**src/rtl/pcb_skew_line_pkg.sv**
```systemverilog
// Shared constants and helpers for the per-channel skew line.
// Channel slices are taken with the PCB_CH macro below.
package pcb_pkg;

    localparam int NCH_DEF     = 4;
    localparam int W_DEF       = 16;
    localparam int MAX_DLY_DEF = 15;
    localparam int DLY_W_DEF   = 4;

    // never returns 0 so it can size a vector directly
    function automatic int clog2(input int n);
        int r;
        r = 1;
        for (int i = 1; i < 31; i++)
            if ((1 << i) < n)
                r = i + 1;
        return r;
    endfunction

endpackage

`define PCB_CH(v, c, w) v[(c)*(w) +: (w)]

```
**src/rtl/pcb_skew_line_if.sv**
```systemverilog
// Tester-facing bundle of the skew line: data, config and fault injection.
interface pcb_skew_line_if
    import pcb_pkg::*;
#(
    parameter int NCH   = NCH_DEF,
    parameter int W     = W_DEF,
    parameter int DLY_W = DLY_W_DEF,
    parameter int CW    = clog2(NCH)
);

    logic [NCH*W-1:0] DIN;
    logic [NCH*W-1:0] DOUT;
    logic [NCH-1:0]   DOUT_VLD;
    logic             CFG_WE;
    logic [CW-1:0]    CFG_CH;
    logic [DLY_W-1:0] CFG_DLY;
    logic             CFG_ERR;
    logic [DLY_W-1:0] CFG_RDATA;
    logic [NCH-1:0]   FORCE_EN;
    logic [W-1:0]     FORCE_VAL;

    modport master (
        output DIN, CFG_WE, CFG_CH, CFG_DLY, FORCE_EN, FORCE_VAL,
        input  DOUT, DOUT_VLD, CFG_ERR, CFG_RDATA
    );

    modport slave (
        input  DIN, CFG_WE, CFG_CH, CFG_DLY, FORCE_EN, FORCE_VAL,
        output DOUT, DOUT_VLD, CFG_ERR, CFG_RDATA
    );

endinterface

```
**src/rtl/pcb_skew_line_chan.sv**
```systemverilog
// One delay channel: circular buffer, read mux, lock tracking,
// output hold while unlocked and stuck-value override.
module skew_chan
    import pcb_pkg::*;
#(
    parameter int W        = W_DEF,
    parameter int MAX_DLY  = MAX_DLY_DEF,
    parameter int DLY_W    = DLY_W_DEF,
    parameter int DLY_INIT = 0
) (
    input  logic             clk,
    input  logic             rst,
    input  logic [W-1:0]     din,
    input  logic [DLY_W-1:0] wptr,
    input  logic             cfg_we,
    input  logic [DLY_W-1:0] cfg_dly,
    input  logic             force_en,
    input  logic [W-1:0]     force_val,
    output logic [W-1:0]     dout,
    output logic             vld,
    output logic [DLY_W-1:0] dly
);

    localparam int AW = clog2(MAX_DLY);
    localparam logic [DLY_W:0] FILL_MAX = (DLY_W+1)'(MAX_DLY + 1);

    logic [W-1:0]   mem [MAX_DLY];
    logic [DLY_W:0] fill;
    logic [DLY_W:0] diff;
    logic [DLY_W:0] rd;
    logic [AW-1:0]  ra;
    logic [AW-1:0]  wa;
    logic           lock;

    // read slot is (wptr - dly) mod MAX_DLY, corrected on borrow
    always_comb begin
        diff = {1'b0, wptr} - {1'b0, dly};
        rd   = diff[DLY_W] ? diff + (DLY_W+1)'(MAX_DLY) : diff;
        ra   = AW'(rd);
        wa   = AW'(wptr);
        lock = fill >= {1'b0, dly};
    end

    always_ff @(posedge clk) begin
        mem[wa] <= din;
    end

    always_ff @(posedge clk) begin
        if (rst) begin
            dly  <= DLY_W'(DLY_INIT);
            fill <= '0;
            vld  <= 1'b0;
            dout <= '0;
        end else begin
            if (cfg_we) begin
                dly  <= cfg_dly;
                fill <= '0;
                vld  <= 1'b0;
            end else begin
                if (fill != FILL_MAX)
                    fill <= fill + 1'b1;
                vld <= lock;
            end
            // unlocked channels hold their last output
            if (force_en)
                dout <= force_val;
            else if (!cfg_we && lock)
                dout <= (dly == '0) ? din : mem[ra];
        end
    end

endmodule

```
**src/rtl/pcb_skew_line.sv**
```systemverilog
// NCH-channel programmable board-delay line with lock tracking
// and fault injection; owns the shared write pointer and config decode.
module pcb_skew_line
    import pcb_pkg::*;
#(
    parameter int NCH      = NCH_DEF,
    parameter int W        = W_DEF,
    parameter int MAX_DLY  = MAX_DLY_DEF,
    parameter int DLY_W    = DLY_W_DEF,
    parameter int DLY_INIT = 0
) (
    input logic             CLK,
    input logic             RST,
    pcb_skew_line_if.slave  bus
);

    localparam int CW = clog2(NCH);

    logic [DLY_W-1:0] wptr;
    logic [DLY_W-1:0] dly_sat;
    logic [DLY_W-1:0] dly_a  [NCH];
    logic [W-1:0]     dout_a [NCH];
    logic [NCH-1:0]   vld_a;
    logic [NCH*W-1:0] dout_pk;
    logic [DLY_W-1:0] rdata;
    logic             ch_ok;
    logic             dly_big;
    logic             cfg_err;

    always_ff @(posedge CLK) begin
        if (RST)
            wptr <= '0;
        else
            wptr <= (wptr == DLY_W'(MAX_DLY - 1)) ? '0 : wptr + 1'b1;
    end

    always_comb begin
        ch_ok   = int'(bus.CFG_CH) < NCH;
        dly_big = int'(bus.CFG_DLY) > MAX_DLY;
        dly_sat = dly_big ? DLY_W'(MAX_DLY) : bus.CFG_DLY;
    end

    always_ff @(posedge CLK) begin
        if (RST)
            cfg_err <= 1'b0;
        else
            cfg_err <= bus.CFG_WE && (!ch_ok || dly_big);
    end

    for (genvar c = 0; c < NCH; c++) begin : g_ch
        skew_chan #(
            .W        (W),
            .MAX_DLY  (MAX_DLY),
            .DLY_W    (DLY_W),
            .DLY_INIT (DLY_INIT)
        ) u_chan (
            .clk       (CLK),
            .rst       (RST),
            .din       (`PCB_CH(bus.DIN, c, W)),
            .wptr      (wptr),
            .cfg_we    (bus.CFG_WE && ch_ok && bus.CFG_CH == CW'(c)),
            .cfg_dly   (dly_sat),
            .force_en  (bus.FORCE_EN[c]),
            .force_val (bus.FORCE_VAL),
            .dout      (dout_a[c]),
            .vld       (vld_a[c]),
            .dly       (dly_a[c])
        );
    end

    always_comb begin
        dout_pk = '0;
        rdata   = '0;
        for (int c = 0; c < NCH; c++) begin
            `PCB_CH(dout_pk, c, W) = dout_a[c];
            if (bus.CFG_CH == CW'(c))
                rdata = dly_a[c];
        end
    end

    assign bus.DOUT      = dout_pk;
    assign bus.DOUT_VLD  = vld_a;
    assign bus.CFG_ERR   = cfg_err;
    assign bus.CFG_RDATA = rdata;

endmodule

```
**src/flat_wrapper.sv**
```systemverilog
// flat-port wrapper written by rule: the top's interface ports become plain ports
module pcb_skew_line_flat import pcb_pkg::*;
#(
    parameter int NCH      = NCH_DEF,
    parameter int W        = W_DEF,
    parameter int MAX_DLY  = MAX_DLY_DEF,
    parameter int DLY_W    = DLY_W_DEF,
    parameter int DLY_INIT = 0
)
  (CLK, RST, bus_DIN, bus_CFG_WE, bus_CFG_CH, bus_CFG_DLY, bus_FORCE_EN, bus_FORCE_VAL, bus_DOUT, bus_DOUT_VLD, bus_CFG_ERR, bus_CFG_RDATA);
  pcb_skew_line_if #(.NCH(NCH), .W(W), .DLY_W(DLY_W)) bus_i ();
  input logic CLK;
  input logic RST;
  input wire logic [$bits(bus_i.DIN)-1:0] bus_DIN;
  input wire logic [$bits(bus_i.CFG_WE)-1:0] bus_CFG_WE;
  input wire logic [$bits(bus_i.CFG_CH)-1:0] bus_CFG_CH;
  input wire logic [$bits(bus_i.CFG_DLY)-1:0] bus_CFG_DLY;
  input wire logic [$bits(bus_i.FORCE_EN)-1:0] bus_FORCE_EN;
  input wire logic [$bits(bus_i.FORCE_VAL)-1:0] bus_FORCE_VAL;
  output wire logic [$bits(bus_i.DOUT)-1:0] bus_DOUT;
  output wire logic [$bits(bus_i.DOUT_VLD)-1:0] bus_DOUT_VLD;
  output wire logic [$bits(bus_i.CFG_ERR)-1:0] bus_CFG_ERR;
  output wire logic [$bits(bus_i.CFG_RDATA)-1:0] bus_CFG_RDATA;
  assign bus_i.DIN = bus_DIN;
  assign bus_i.CFG_WE = bus_CFG_WE;
  assign bus_i.CFG_CH = bus_CFG_CH;
  assign bus_i.CFG_DLY = bus_CFG_DLY;
  assign bus_i.FORCE_EN = bus_FORCE_EN;
  assign bus_i.FORCE_VAL = bus_FORCE_VAL;
  assign bus_DOUT = bus_i.DOUT;
  assign bus_DOUT_VLD = bus_i.DOUT_VLD;
  assign bus_CFG_ERR = bus_i.CFG_ERR;
  assign bus_CFG_RDATA = bus_i.CFG_RDATA;
  pcb_skew_line #(.NCH(NCH), .W(W), .MAX_DLY(MAX_DLY), .DLY_W(DLY_W), .DLY_INIT(DLY_INIT)) u_core (.CLK(CLK), .RST(RST), .bus(bus_i));
endmodule
```
**config.mk**
```make
export PLATFORM = sky130hd
export DESIGN_NAME = pcb_skew_line_flat
export DESIGN_NICKNAME = d
export VERILOG_FILES = /design/src/rtl/pcb_skew_line_pkg.sv /design/src/rtl/pcb_skew_line_if.sv /design/src/rtl/pcb_skew_line_chan.sv /design/src/rtl/pcb_skew_line.sv /design/src/flat_wrapper.sv
export SDC_FILE = /design/constraint.sdc
export NUM_CORES = 1
export LEC_CHECK = 0
export ABC_AREA = 1
export BUFFER_PORTS_ARGS = -buffer_cell sky130_fd_sc_hd__buf_2
export CAP_MARGIN = 20
export CORE_ASPECT_RATIO = 1.25
export CORE_MARGIN = 2
export CORE_UTILIZATION = 40
export CTS_CLUSTER_SIZE = 12
export DETAILED_ROUTE_END_ITERATION = 6
export PLACE_DENSITY_LB_ADDON = 0.1
export SLEW_MARGIN = 10
export SYNTH_ARGS = -nofsm -noshare
export SYNTH_HDL_FRONTEND = slang
export SYNTH_SLANG_ARGS = --single-unit
```
**constraint.sdc**
```tcl
create_clock -name CLK -period 7.15 [get_ports CLK]
set_input_delay 0.3575 -clock CLK [delete_from_list [all_inputs] [get_ports CLK]]
set_output_delay 0.3575 -clock CLK [all_outputs]
set_load 0.02 [all_outputs]
```
==> metrics.md <==
| Metric | Value |
|---|---|
| Largest net degree at the start of global routing | 81 |
| Synth Area in Compound Gates | 1.71% |
| Hold Crit Class | in2reg |
| Core ar. | approximately 120,000 sq um |
| Final net count | approximately 5,400 |
| Register area share after synthesis | between 60% and 70% |
| Reg clk slew, reported paths | approximately 0.06 ns |
| Vias in the first global route | about 35,000 |
| WL/cell | 22.9 um |
| Clk buf depth | 3 |
| First-pass GRT wire length | around 230 mm |
| Cell Rows | 144 |
| Final hold violations | 0 |
| Die footprint | 127,000 sq um |
| Avg Inst Size Synth | slightly below 10 sq um |
| Worst skew pair latency | ~0.74 ns |
| GPL Wtd Cong | just under 0.8 |
| PortBufs | approximately 160 |
| H-tree level count | 3 |
| Finish-stage setup viols | 0 |
| DRT iter0 DRCs | just over 3,000 |
| Simple-gate share of the synthesized area | 23.3% |
| Post-synth top area cell | edfxtp_1 |
| Number of CTS-inserted buffers | roughly 110 |
| RSZ-0062 raised after global routing | false |
| Synth top area share | just under 60% |
| Mux contribution to synthesized area | 0% |
| Dpl hpwl | ~83 mm |
| Status | complete, no violations |
| Worst hold stages | 1 |
| Dpl ws | around 3.0 ns |
| Mapped Nets | 5,281 |
| Drc violations | 0 |
| Xor/xnor share of the synthesized area | less than 1% |
| Clk_skew | ~0.03 ns |
| Largest family of logic cells by synthesized area | simple AND/OR/NAND/NOR gates |
| Starting Density | 40.3% |
| DR vias | approximately 36,000 |
| TritonCTS clock tree | done |
| Yosys warnings | 0 |
| Root buf cell | clkbuf_16 |
| Crit path capture type | register |
| Fin Hold WS | roughly 0.039 ns |
| Power Density | between 200 and 300 nW/um^2 |
| Gr usage total | 24.9% |
| Crit path time final | between 4 and 5 ns |
| Finished Cell Area | between 50,000 and 60,000 sq um |
| Die Y-Extent | approximately 400 um |
| Crit path DAT | 4.77 ns |
| Maximum VDD drop | 188 uV |
| Rel. slew slack | between 20 and 30% |
| Vias per cell | about 5.2 |
| Mapped Area | roughly 50,000 sq um |
| Top cells by area, synth | edfxtp_1 (58%), nand3_1 (13%), inv_1 (7.8%) |
| Post-DRT Antenna Nets | 0 |
| Setup_tns | 0 ns |
| Cells after Synth | 5,136 |
| Placed cell areas | a little over 50,000 sq um |
| Synth unique cells | 36 |
| Final WS setup | between 2 and 3 ns |
| Critical path class | reg2reg |
| Layout cells sized above 1 | a little under a tenth |
| TritonRoute pass-1 iters | 5 |
| Area growth, synth to finish | 12.4% |
| # fillers | roughly 12,000 |
| Max Cap Viol | 0 |
| I/O pins | 166 |
| CTS resizes | 0 |
| Worst-path fanout max | 54 |
| Post-layout util | a little under half |
| Req. time, crit path | between 7 and 8 ns |
| Die X | between 300 and 400 um |
| Max-slew violations | 0 |
| F_max | 240 MHz |
| Antenna violations before repair | 19 |
| Leakage | between 20 and 25 nW |
| FF-to-FF path depth | 18 |
| Worst slew pin tran | approximately 1.1 ns |
| Total grt overflow | 0 |
| Final period utilization | 58.3% |
| Startpoint types | register |
| Clock sink count | roughly 1,100 |
| Synth Area in Adders | between 1 and 1.5% |
| Synth Register Bits | between 1,000 and 1,500 |
| Drt total wl | between 150 and 200 mm |
==> report_power, final <==
part           switching [mW]  leakage (nW)  internal, mW
combinational            2.66          12.6          1.01
sequential              0.102          9.62          7.00
clock                    2.48          1.70          3.18
total                    5.25          23.9          11.2
==> what timing repair did <==
action / in CTS / in global routing
buffers inserted: 0 / 0
setup endpoints to repair: 0 / 0
hold buffers: 51 / 0
hold endpoints to repair: 638 / 0
==> worst max-delay path, cell delays in order, from the launching register on <==
cell     delay [ns]
dfxtp_1        0.36
inv_1          0.24
ha_1           0.20
inv_1          0.06
fa_1           0.40
nand2_1        0.12
nand2_2        0.10
nand2_2        0.11
nand2_2        0.26
buf_4          0.42
nand2_2        0.34
buf_4          0.68
nand2_1        0.13
nand3_1        0.10
nand3_1        0.08
nand3_1        0.11
nand3_1        0.10
nand2_1        0.12
a21oi_2        0.05
==> per-layer routing <==
metal	global-route usage (%)	vias to the layer above	routed length (um)
met5	0	-	75
met4	9.05	12	4980
met3	5.24	275	12500
met2	41.0	1319	75100
met1	32.3	17600	67200
li1	-	17100	-
==> flip-flops by register name, summed over array words and instances (netlist names) <==
signal                   flops
u_core.g_ch.u_chan.vld       4
u_core.g_ch.u_chan.fill     20
u_core.wptr                  4
u_core.g_ch.u_chan.dly      16
u_core.g_ch.u_chan.dout     64
u_core.g_ch.u_chan.mem     960
==> through the flow <==
| step | power (mW) | std cells |
|---|---|---|
| floorplan | 9.73 | 5136 |
| global placement | 10.9 | 6702 |
| detailed placement | 10.9 | 6706 |
| CTS | 16.6 | 6969 |
| global route | 17.2 | 6972 |
| finish | 16.4 | 6975 |
==> layout make-up <==
class	instances	area, sq um	area share, %
diodes	6	15.0	0.0269
clock inverters	45	264	0.473
well taps	1606	2010	3.60
repair buffers	289	1970	3.53
clock buffers	167	3240	5.79
multi-input cells	2747	13500	24.1
inverters	1047	3940	7.04
flip-flops and latches	1068	31000	55.5
==> cell usage after synthesis <==
library cell  number
clkinv_2           4
a21oi_1           83
o22ai_1            3
a21oi_2           19
xor2_1            12
nand3_2            9
dfxtp_1          108
buf_6             12
nand3_1         1311
o21ai_0           29
o21ai_2            4
buf_2            138
nor2_1           298
clkinv_1           4
edfxtp_1         960
nand2_2           29
or2_1              4
conb_1             1
nand2_4            5
a21boi_0           4
xnor2_1            4
or2_2              8
clkbuf_1          54
buf_4             63
inv_1           1029
nand3b_1          64
ha_1              48
a211oi_1           4
inv_2             10
o21bai_1           1
nor3_1             8
buf_1              7
nor4_1             4
nor2_2             1
fa_1               4
nand2_1          790
==> path summary, 6_finish.rpt <==
path                                     start                              end  slack, ns
worst max-delay path            u_core.wptr[0]   u_core.g_ch[3].u_chan.dout[13]       2.98
worst min-delay path               bus_DIN[23]  u_core.g_ch[1].u_chan.mem[1][7]       0.04
worst max register to register  u_core.wptr[0]   u_core.g_ch[3].u_chan.dout[13]       2.98
worst min register to register  u_core.wptr[0]                   u_core.wptr[0]       0.50
==> placed cells by master, fill, tap and decap left out, types with 4 or more instances in the layout <==
master         netlist  layout
nor2_4               0      15
nand3b_1            64      64
dfxtp_1            108     108
or2_1                4       4
nand2_2             29      37
a211oi_1             4       4
clkbuf_8             0      12
nor4_1               4       4
clkbuf_1            54      38
xnor2_1              4       4
nor2_1             298     283
diode_2              0       6
or2_2                8       8
nand3_1           1311    1308
inv_1             1029    1029
nand2_1            790     782
nor3_1               8       8
clkinv_1             4      27
fa_1                 4       4
clkinv_2             4      18
edfxtp_1           960     960
a21oi_2             19      19
ha_1                48      48
o21ai_0             29      29
clkbuf_16            0     117
a21oi_1             83      83
dlygate4sd3_1        0      51
a21boi_0             4       4
buf_4               63      69
buf_2              138     163
clkinvlp_4           0       4
o21ai_4              0       4
inv_2               10      10
nand3_2              9      12
nand2_4              5       5
xor2_1              12      12
==> cell families after synthesis <==
family | after synthesis
XOR/XNOR | 16
AND/OR/NAND/NOR | 2531
AO/OA/AOI/OAI | 147
buffers and inverters | 1321
adder cells (fa/ha/maj) | 52
other | 1
flip-flops | 1068
No activity file was read; power rests on OpenSTA's default activity.
